[config.mk]
export PLATFORM = sky130hd
export DESIGN_NAME = dram_cache_req_arbiter_flat
export DESIGN_NICKNAME = d
export VERILOG_FILES = /design/src/rtl/dram_cache_req_arbiter_if.sv /design/src/rtl/dram_cache_req_arbiter.sv /design/src/flat_wrapper.sv
export SDC_FILE = /design/constraint.sdc
export NUM_CORES = 1
export LEC_CHECK = 0
export BUFFER_PORTS_ARGS = -buffer_cell sky130_fd_sc_hd__buf_2
export CORE_ASPECT_RATIO = 1.4
export CORE_MARGIN = 10
export CORE_UTILIZATION = 45
export DETAILED_ROUTE_END_ITERATION = 8
export GPL_TIMING_DRIVEN = 0
export PLACE_DENSITY = 0.87
export SETUP_SLACK_MARGIN = 0.1
export SLEW_MARGIN = 20
export SYNTH_ARGS = -nofsm -noshare
export SYNTH_HDL_FRONTEND = slang
export SYNTH_SLANG_ARGS = --single-unit
[constraint.sdc]
create_clock -name clk -period 5.26 [get_ports clk]
set_input_delay 1.052 -clock clk [delete_from_list [all_inputs] [get_ports clk]]
set_output_delay 1.052 -clock clk [all_outputs]
set_load 0.01 [all_outputs]
[src/rtl/dram_cache_req_arbiter_if.sv]
// Bundle of host request, DRAM AR, tag FIFO and credit-return signals around the
// DRAM cache request arbiter. The master modport is the arbiter's side; the slave
// modport is the surrounding environment (host, DRAM, tag comparator).
interface dram_cache_req_arbiter_if #(
    parameter int ADDR_WIDTH = 32,
    parameter int ID_WIDTH   = 4
);
    logic                           rd_req_valid_i;
    logic                           rd_req_ready_o;
    logic [ADDR_WIDTH-1:0]          rd_req_addr_i;
    logic [ID_WIDTH-1:0]            rd_req_id_i;
    logic                           wr_req_valid_i;
    logic                           wr_req_ready_o;
    logic [ADDR_WIDTH-1:0]          wr_req_addr_i;
    logic [ID_WIDTH-1:0]            wr_req_id_i;
    logic [ID_WIDTH-1:0]            arid_o;
    logic [ADDR_WIDTH-1:0]          araddr_o;
    logic [7:0]                     arlen_o;
    logic [2:0]                     arsize_o;
    logic [1:0]                     arburst_o;
    logic                           arvalid_o;
    logic                           arready_i;
    logic                           tag_fifo_afull_i;
    logic                           tag_fifo_wren_o;
    logic [ADDR_WIDTH+ID_WIDTH:0]   tag_fifo_data_o;
    logic                           done_i;
    logic [3:0]                     outstanding_o;

    modport master (
        input  rd_req_valid_i, rd_req_addr_i, rd_req_id_i,
        input  wr_req_valid_i, wr_req_addr_i, wr_req_id_i,
        input  arready_i, tag_fifo_afull_i, done_i,
        output rd_req_ready_o, wr_req_ready_o,
        output arid_o, araddr_o, arlen_o, arsize_o, arburst_o, arvalid_o,
        output tag_fifo_wren_o, tag_fifo_data_o, outstanding_o
    );

    modport slave (
        output rd_req_valid_i, rd_req_addr_i, rd_req_id_i,
        output wr_req_valid_i, wr_req_addr_i, wr_req_id_i,
        output arready_i, tag_fifo_afull_i, done_i,
        input  rd_req_ready_o, wr_req_ready_o,
        input  arid_o, araddr_o, arlen_o, arsize_o, arburst_o, arvalid_o,
        input  tag_fifo_wren_o, tag_fifo_data_o, outstanding_o
    );
endinterface

[src/rtl/dram_cache_req_arbiter.sv]
// Round-robin read/write arbiter feeding DRAM cache probes onto one AR channel,
// with a matching tag FIFO descriptor push and an in-flight credit limit.
//
// state   | meaning
// S_IDLE  | waiting for a request; grant evaluated here only
// S_ISSUE | AR held valid with latched probe until arready
module dram_cache_req_arbiter #(
    parameter int ADDR_WIDTH      = 32,
    parameter int ID_WIDTH        = 4,
    parameter int INDEX_WIDTH     = 10,
    parameter int OFFSET_WIDTH    = 6,
    parameter int BURST_LEN       = 8,
    parameter int MAX_OUTSTANDING = 4
) (
    input  logic                  clk,
    input  logic                  rst_n,
    dram_cache_req_arbiter_if.master bus
);
    typedef enum logic {S_IDLE, S_ISSUE} state_t;

    // Bytes per beat is the line size spread over the burst.
    localparam logic [2:0] AR_SIZE  = 3'($clog2((1 << OFFSET_WIDTH) / BURST_LEN));
    localparam logic [3:0] MAX_CNT  = 4'(MAX_OUTSTANDING);
    localparam logic [ADDR_WIDTH-1:0] IDX_MASK = {{(ADDR_WIDTH-INDEX_WIDTH-OFFSET_WIDTH){1'b0}},
                                                  {INDEX_WIDTH{1'b1}}, {OFFSET_WIDTH{1'b0}}};

    state_t                  state;
    logic                    last_wr;
    logic                    lat_wr;
    logic [ID_WIDTH-1:0]     lat_id;
    logic [ADDR_WIDTH-1:0]   lat_addr;
    logic [ID_WIDTH-1:0]     arid_q;
    logic [ADDR_WIDTH-1:0]   araddr_q;
    logic                    arvalid_q;
    logic [3:0]              outstanding;
    logic                    grant;
    logic                    grant_wr;
    logic                    handshake;

    // Grant decision; ready is gated by rst_n so nothing is accepted while in reset.
    always_comb begin
        grant    = rst_n && (state == S_IDLE)
                   && (bus.rd_req_valid_i || bus.wr_req_valid_i)
                   && !bus.tag_fifo_afull_i && (outstanding < MAX_CNT);
        grant_wr = bus.wr_req_valid_i && (!bus.rd_req_valid_i || !last_wr);
    end

    assign handshake           = arvalid_q && bus.arready_i;
    assign bus.rd_req_ready_o  = grant && !grant_wr;
    assign bus.wr_req_ready_o  = grant && grant_wr;
    assign bus.arid_o          = arid_q;
    assign bus.araddr_o        = araddr_q;
    assign bus.arlen_o         = 8'(BURST_LEN - 1);
    assign bus.arsize_o        = AR_SIZE;
    assign bus.arburst_o       = 2'b01;
    assign bus.arvalid_o       = arvalid_q;
    assign bus.tag_fifo_wren_o = handshake;
    assign bus.tag_fifo_data_o = {lat_wr, lat_id, lat_addr};
    assign bus.outstanding_o   = outstanding;

    // Request FSM: latch the granted request, then hold AR until accepted.
    always_ff @(posedge clk or negedge rst_n) begin
        if (!rst_n) begin
            state     <= S_IDLE;
            last_wr   <= 1'b1;
            lat_wr    <= 1'b0;
            lat_id    <= '0;
            lat_addr  <= '0;
            arid_q    <= '0;
            araddr_q  <= '0;
            arvalid_q <= 1'b0;
        end else begin
            case (state)
                S_IDLE: begin
                    if (grant) begin
                        last_wr   <= grant_wr;
                        lat_wr    <= grant_wr;
                        lat_id    <= grant_wr ? bus.wr_req_id_i : bus.rd_req_id_i;
                        lat_addr  <= grant_wr ? bus.wr_req_addr_i : bus.rd_req_addr_i;
                        arid_q    <= grant_wr ? bus.wr_req_id_i : bus.rd_req_id_i;
                        araddr_q  <= (grant_wr ? bus.wr_req_addr_i : bus.rd_req_addr_i) & IDX_MASK;
                        arvalid_q <= 1'b1;
                        state     <= S_ISSUE;
                    end
                end
                S_ISSUE: begin
                    if (handshake) begin
                        arvalid_q <= 1'b0;
                        state     <= S_IDLE;
                    end
                end
                default: state <= S_IDLE;
            endcase
        end
    end

    // Credit counter: +1 per AR handshake, -1 per completion, floored at zero.
    always_ff @(posedge clk or negedge rst_n) begin
        if (!rst_n) begin
            outstanding <= '0;
        end else if (handshake && !bus.done_i) begin
            outstanding <= outstanding + 4'd1;
        end else if (!handshake && bus.done_i && (outstanding != 4'd0)) begin
            outstanding <= outstanding - 4'd1;
        end
    end
endmodule

[src/flat_wrapper.sv]
// flat-port wrapper written by rule: the top's interface ports become plain ports
module dram_cache_req_arbiter_flat 
#(
    parameter int ADDR_WIDTH      = 32,
    parameter int ID_WIDTH        = 4,
    parameter int INDEX_WIDTH     = 10,
    parameter int OFFSET_WIDTH    = 6,
    parameter int BURST_LEN       = 8,
    parameter int MAX_OUTSTANDING = 4
)
  (clk, rst_n, bus_rd_req_valid_i, bus_rd_req_addr_i, bus_rd_req_id_i, bus_wr_req_valid_i, bus_wr_req_addr_i, bus_wr_req_id_i, bus_arready_i, bus_tag_fifo_afull_i, bus_done_i, bus_rd_req_ready_o, bus_wr_req_ready_o, bus_arid_o, bus_araddr_o, bus_arlen_o, bus_arsize_o, bus_arburst_o, bus_arvalid_o, bus_tag_fifo_wren_o, bus_tag_fifo_data_o, bus_outstanding_o);
  dram_cache_req_arbiter_if #(.ADDR_WIDTH(ADDR_WIDTH), .ID_WIDTH(ID_WIDTH)) bus_i ();
  input  logic clk;
  input  logic rst_n;
  input wire logic [$bits(bus_i.rd_req_valid_i)-1:0] bus_rd_req_valid_i;
  input wire logic [$bits(bus_i.rd_req_addr_i)-1:0] bus_rd_req_addr_i;
  input wire logic [$bits(bus_i.rd_req_id_i)-1:0] bus_rd_req_id_i;
  input wire logic [$bits(bus_i.wr_req_valid_i)-1:0] bus_wr_req_valid_i;
  input wire logic [$bits(bus_i.wr_req_addr_i)-1:0] bus_wr_req_addr_i;
  input wire logic [$bits(bus_i.wr_req_id_i)-1:0] bus_wr_req_id_i;
  input wire logic [$bits(bus_i.arready_i)-1:0] bus_arready_i;
  input wire logic [$bits(bus_i.tag_fifo_afull_i)-1:0] bus_tag_fifo_afull_i;
  input wire logic [$bits(bus_i.done_i)-1:0] bus_done_i;
  output wire logic [$bits(bus_i.rd_req_ready_o)-1:0] bus_rd_req_ready_o;
  output wire logic [$bits(bus_i.wr_req_ready_o)-1:0] bus_wr_req_ready_o;
  output wire logic [$bits(bus_i.arid_o)-1:0] bus_arid_o;
  output wire logic [$bits(bus_i.araddr_o)-1:0] bus_araddr_o;
  output wire logic [$bits(bus_i.arlen_o)-1:0] bus_arlen_o;
  output wire logic [$bits(bus_i.arsize_o)-1:0] bus_arsize_o;
  output wire logic [$bits(bus_i.arburst_o)-1:0] bus_arburst_o;
  output wire logic [$bits(bus_i.arvalid_o)-1:0] bus_arvalid_o;
  output wire logic [$bits(bus_i.tag_fifo_wren_o)-1:0] bus_tag_fifo_wren_o;
  output wire logic [$bits(bus_i.tag_fifo_data_o)-1:0] bus_tag_fifo_data_o;
  output wire logic [$bits(bus_i.outstanding_o)-1:0] bus_outstanding_o;
  assign bus_i.rd_req_valid_i = bus_rd_req_valid_i;
  assign bus_i.rd_req_addr_i = bus_rd_req_addr_i;
  assign bus_i.rd_req_id_i = bus_rd_req_id_i;
  assign bus_i.wr_req_valid_i = bus_wr_req_valid_i;
  assign bus_i.wr_req_addr_i = bus_wr_req_addr_i;
  assign bus_i.wr_req_id_i = bus_wr_req_id_i;
  assign bus_i.arready_i = bus_arready_i;
  assign bus_i.tag_fifo_afull_i = bus_tag_fifo_afull_i;
  assign bus_i.done_i = bus_done_i;
  assign bus_rd_req_ready_o = bus_i.rd_req_ready_o;
  assign bus_wr_req_ready_o = bus_i.wr_req_ready_o;
  assign bus_arid_o = bus_i.arid_o;
  assign bus_araddr_o = bus_i.araddr_o;
  assign bus_arlen_o = bus_i.arlen_o;
  assign bus_arsize_o = bus_i.arsize_o;
  assign bus_arburst_o = bus_i.arburst_o;
  assign bus_arvalid_o = bus_i.arvalid_o;
  assign bus_tag_fifo_wren_o = bus_i.tag_fifo_wren_o;
  assign bus_tag_fifo_data_o = bus_i.tag_fifo_data_o;
  assign bus_outstanding_o = bus_i.outstanding_o;
  dram_cache_req_arbiter #(.ADDR_WIDTH(ADDR_WIDTH), .ID_WIDTH(ID_WIDTH), .INDEX_WIDTH(INDEX_WIDTH), .OFFSET_WIDTH(OFFSET_WIDTH), .BURST_LEN(BURST_LEN), .MAX_OUTSTANDING(MAX_OUTSTANDING)) u_core (.clk(clk), .rst_n(rst_n), .bus(bus_i));
endmodule
# [Word level (Yosys, flattened, before mapping)]
# Index checks and enable logic that the tools add are counted.
[word_totals] ff_bits=54 inputBits=79 output_inout_bits=94 elab_cells=47
[op_classes] add_sub_neg=2 order_cmp=1 n_eq_ne=2 mux=10 n_bitwise=1 reduce_logical=23
[op_table] operator="32-bit 2-to-1 mux" count=1
[op_table] operator="4-bit 2-to-1 mux" count=3
[op_table] operator="1-bit logical AND" count=11
[op_table] operator="1-bit zero test" count=6
[op_table] operator="4-bit by 1-bit adder with 4-bit output, second input constant" count=1
[op_table] operator="4-bit by 3-bit < comparator with 1-bit output, second input constant" count=1
[op_table] operator="1-bit 2-to-1 mux" count=4
[op_table] operator="1-bit one-hot mux with 2 select lines" count=2
[op_table] operator="2-bit AND reduction" count=2
[op_table] operator="4-bit nonzero test" count=1
[op_table] operator="4-bit by 1-bit subtractor with 4-bit output, second input constant" count=1
[op_table] operator="1-bit logical OR" count=2
[op_table] operator="2-bit by 1-bit != test with 1-bit output, second input constant" count=1
[op_table] operator="2-bit != test, second input constant" count=1
[op_table] operator="2-bit nonzero test" count=1
[op_table] operator="1-bit inverter" count=1

# [Depth between registers and ports, before layout]
[depth] depth_word=7 depth_mapped=7

# [Worst setup path after synthesis]
# OpenSTA, ideal clock, no wires.
[synth_path] kind="in2out" from="in bus_tag_fifo_afull_i" to="out bus_rd_req_ready_o" arrival_ns=1.997 required_ns=4.208 slack_ns=2.211 path_stages=4 path_buffers=1 path_cell_list="nand2b_1 > nor4_4 > buf_2 > nor2b_1"
[synth_via] elab_chain_len=4
[synth_rtl] item="from (decl)" line="flat_wrapper.sv:22" text="input wire logic [$bits(bus_i.tag_fifo_afull_i)-1:0] bus_tag_fifo_afull_i;"
[synth_rtl] item="1-bit zero test" line="dram_cache_req_arbiter.sv:44" text="&& !bus.tag_fifo_afull_i && (outstanding < MAX_CNT);"
[synth_rtl] item="1-bit logical AND (2 in a row)" line="dram_cache_req_arbiter.sv:44"
[synth_rtl] item="1-bit logical AND" line="dram_cache_req_arbiter.sv:49" text="assign bus.rd_req_ready_o = grant && !grant_wr;"
[synth_rtl] item="to (decl)" line="flat_wrapper.sv:24" text="output wire logic [$bits(bus_i.rd_req_ready_o)-1:0] bus_rd_req_ready_o;"
# Every way passes these cells.

# [Final worst setup path]
[layout_path] from="in rst_n" to="out bus_rd_req_ready_o"
[layout_via] elab_chain_len=5
[layout_rtl] item="from (decl)" line="flat_wrapper.sv:14" text="input logic rst_n;"
[layout_rtl] item="1-bit logical AND" line="dram_cache_req_arbiter.sv:42" text="grant = rst_n && (state == S_IDLE)"
[layout_rtl] item="1-bit logical AND" line="dram_cache_req_arbiter.sv:43" text="&& (bus.rd_req_valid_i || bus.wr_req_valid_i)"
[layout_rtl] item="1-bit logical AND (2 in a row)" line="dram_cache_req_arbiter.sv:44"
[layout_rtl] item="1-bit logical AND" line="dram_cache_req_arbiter.sv:49"
# Every way passes these cells.

==> results.toml <==
[logic_synthesis]
synth_edf_count = 0
yosysWarnings = 0
synth_top_cell_area_share_pct = 43.7
ys_async_sr_fraction_pct = 100
synthCells = 245
synth_seq_cells = 44
synthFlopType = "dfrtp_1"
synth_area_leaders = "dfrtp_1 44%, buf_4 15%, mux2i_1 15%"
synth_area_per_cell_um2 = 10.0
synth_top_cell_by_area = "dfrtp_1"
netlist_area_um2 = 2460
seq_area_frac_synth_pct = 44.8
synth_cell_type_count = 28

[global_route]
overflow = 0
antenna_found_initial = 0
grt_pass1_vias = 2325
grt_usage_pct = 15.7
grt_max_degree = 46
grt_pass1_wl_mm = 11.1

[layout]
diodes = 0
syn2layout_area_growth_pct = 40.7
seqCellArea_um2 = 1100
nets = 505
drive_gt1_share_pct = 49.3
fillCellCount = 421
multi_input_area_um2 = 1050

[detailed_routing]
wire_per_inst_um = 15.3
vias = 2212
route.detailed.drc = 0
avgViaCountPerCell = 4.51
drt_first_pass_iters = 4
wl_mm = 7.50
drt_iter0_markers = 68
ant_nets = 0

[worst_setup_path]
worstReg2RegEnd = "u_core.bus.outstanding_o[3]$_DFFE_PN0P_"
crit_path_cell_trace = "buf_2 -> nand2b_1 -> nor4_4 -> buf_2 -> nor2b_1 -> buf_2"
path_class = "primary input to output pin"
r2r_start = "u_core.bus.arvalid_o$_DFFE_PN0P_"
crit_path_frequent_cell = "buf_2"
cp.arrival_ns = 2.69
cp.required_ns = 4.21
reg2reg_slack_ns = 3.28
crit_fanout = 24
slowest_stage = "buf_2"
critPathMaxStageDelay_ns = 0.45
worstSetupEndpointType = "output pin"
reg2reg_depth = 7
cp-start-kind = "primary input"

[floorplan]
core_area_um2 = 5240
die_width_um = 82.5
die_h_um = 108
rows = 31
initial_core_util_pct = 47.0
die_area_um2 = 8870
num_io_pins = 173

[sta]
finalSetupViolCount = 0
finClkSkew_ns = 0.00534
relSlewSlack_pct = 61.8
period_needed_ns = 3.74
tns_ns = 0
slew_viol_final = 0
grt_setup_unrepaired = "no"
hold_viol_final = 0
worst_slew_pin_slew_ns = 0.573
clock.fmax_ghz = 0.267
finalWorstSetupSlack_ns = 1.52
post-route-period-util_pct = 71.1

[clock_tree]
clk_pin_slew_worst_paths_ns = 0.08
cts_resized = 0
cts_sinks = 44
cts_setup_buffers = 0
cts-root-buf = "clkbuf_8"
htree_levels = 2
cts_hold_buf = 0
insertion_delay_ns = 0.29
cts_buffers = 5
cts_tree = "yes"
clockBufferDepth = 2

[power]
p_int_uw = 1020
netSwitchingPower_uw = 652
power.density_nw_per_um2 = 483
vdd_ir_drop_max_mv = 0.251
p_seq_share_pct = 37.3
leakage_uw = 0.00192
clkPwrFrac_pct = 12.0
p_comb_share_pct = 50.7
switching_share_pct = 39.0

[flow_run]
max_cap_violations = 0

[placement]
dp_hpwl_mm = 6.36
pre_cts_slack_ns = 1.05
routabilityCongestion = 0.782
portBuffers = 137

[hold_path]
min_path_cells = 1
hold_path_class = "flip-flop to flip-flop"
hold_end = "u_core.bus.outstanding_o[3]$_DFFE_PN0P_"
hold_path_startpoint = "u_core.bus.outstanding_o[3]$_DFFE_PN0P_"

[status]
status = "finished clean"
worst max path at each step:
stage | cells after the start | end | slack, ns | start
global placement | 6 | bus_rd_req_ready_o | 1.09 | rst_n
CTS | 6 | bus_rd_req_ready_o | 1.05 | rst_n
detailed placement | 6 | bus_rd_req_ready_o | 1.05 | rst_n
finish | 6 | bus_rd_req_ready_o | 1.52 | rst_n
global route | 6 | bus_rd_req_ready_o | 1.24 | rst_n
floorplan | 4 | bus_rd_req_ready_o | 2.21 | bus_tag_fifo_afull_i
final cells by class:
cell class / instances / share of cell area, %
Timing Repair Buffer: 138 / 20.6
Clock buffer: 7 / 2.20
Sequential cell: 44 / 31.8
Clock inverter: 1 / 0.145
Inverter: 1 / 0.108
Multi-Input combinational cell: 171 / 30.2
Buffer: 62 / 12.5
Tap cell: 66 / 2.39
synthesized netlist by cell type (2+ instances only):
cell type and instances:
a21o_1 3, a21oi_1 37, and2_1 2, buf_2 10, buf_4 50, clkbuf_1 2, conb_1 2, dfrtp_1 43
ha_1 2, mux2_2 2, mux2i_1 37, nand2_1 2, nor2_1 37, xnor2_1 2
cells in the final DEF, fill, tap and decap left out:
cell type / Yosys / routed
buf_2: 10 / 147
buf_4: 50 / 50
dfrtp_1: 43 / 43
nor2_1: 37 / 37
mux2i_1: 37 / 37
a21oi_1: 37 / 37
conb_1: 2 / 35
clkbuf_8: 0 / 5
clkbuf_1: 2 / 4
a21o_1: 3 / 3
nand2_1: 2 / 2
and2_1: 2 / 2
mux2_2: 2 / 2
xnor2_1: 2 / 2
ha_1: 2 / 2
inv_1: 1 / 1
or2_2: 1 / 1
a21boi_1: 1 / 1
nand2b_1: 1 / 1
or2_1: 1 / 1
nor4_4: 1 / 1
nor2b_1: 1 / 1
mux2_1: 1 / 1
o311ai_1: 1 / 1
nand3_1: 1 / 1
o21ai_0: 1 / 1
xor2_1: 1 / 1
fa_1: 1 / 1
clkinv_2: 0 / 1
buf_16: 0 / 1
dfstp_2: 1 / 1
logic make-up after synthesis:
kind of cell / after synthesis / share of synthesized area [%]
buffers and inverters: 63 / 17.7
AND/OR/NAND/NOR: 47 / 8.54
flip-flops: 44 / 44.8
AO/OA/AOI/OAI: 43 / 9.30
multiplexers: 40 / 16.4
adder cells (fa/ha/maj): 3 / 1.83
XOR/XNOR: 3 / 1.07
other: 2 / 0.305
metrics by stage:
| stage | instance area [um^2] | total power [uW] | hold slack (ns) | utilization [%] | cells |
|---|---|---|---|---|---|
| after global routing | 3460 | 1810 | 0.517 | 66.1 | 490 |
| after floorplan | 2580 | 1130 | 0.459 | - | 278 |
| final | 3460 | 1670 | 0.491 | 66.1 | 490 |
| after CTS | 3430 | 1700 | 0.495 | 65.6 | 489 |
| after detailed placement | 3350 | 1490 | 0.479 | 64.0 | 481 |
| after global placement | 3350 | 1450 | 0.469 | 64.0 | 481 |
critical path, delay by kind of cell:
| family | cells | cell delay, ns |
|---|---|---|
| buf+inv | 3 | 0.90 |
| simple gates | 3 | 0.73 |
per-layer routing:
layer  wire length, um  global-route usage (%)  part of all wire (%)
met4               131                    5.16                   1.7
met5                 0                       0                     0
met1              2400                    15.5                    32
met2              4090                    29.1                    55
met3               876                    5.69                    12
flip-flops by register name (all words and copies together) (netlist names):
signal and count:
u_core.lat_wr 1, u_core.bus.arvalid_o 1, u_core.lat_addr 32, u_core.lat_id 4, u_core.last_wr 1, u_core.state 1
u_core.bus.outstanding_o 4
power by group through the flow:
| stage | Sequential, uW | Combinational (uW) | Clock, uW |
|---|---|---|---|
| after floorplan | 699 | 433 | 0 |
| after global placement | 619 | 834 | 0 |
| after detailed placement | 631 | 863 | 0 |
| after CTS | 624 | 865 | 209 |
| after global routing | 646 | 943 | 224 |
| final | 623 | 848 | 200 |
Note: power is estimated with default switching activity, not from simulation.
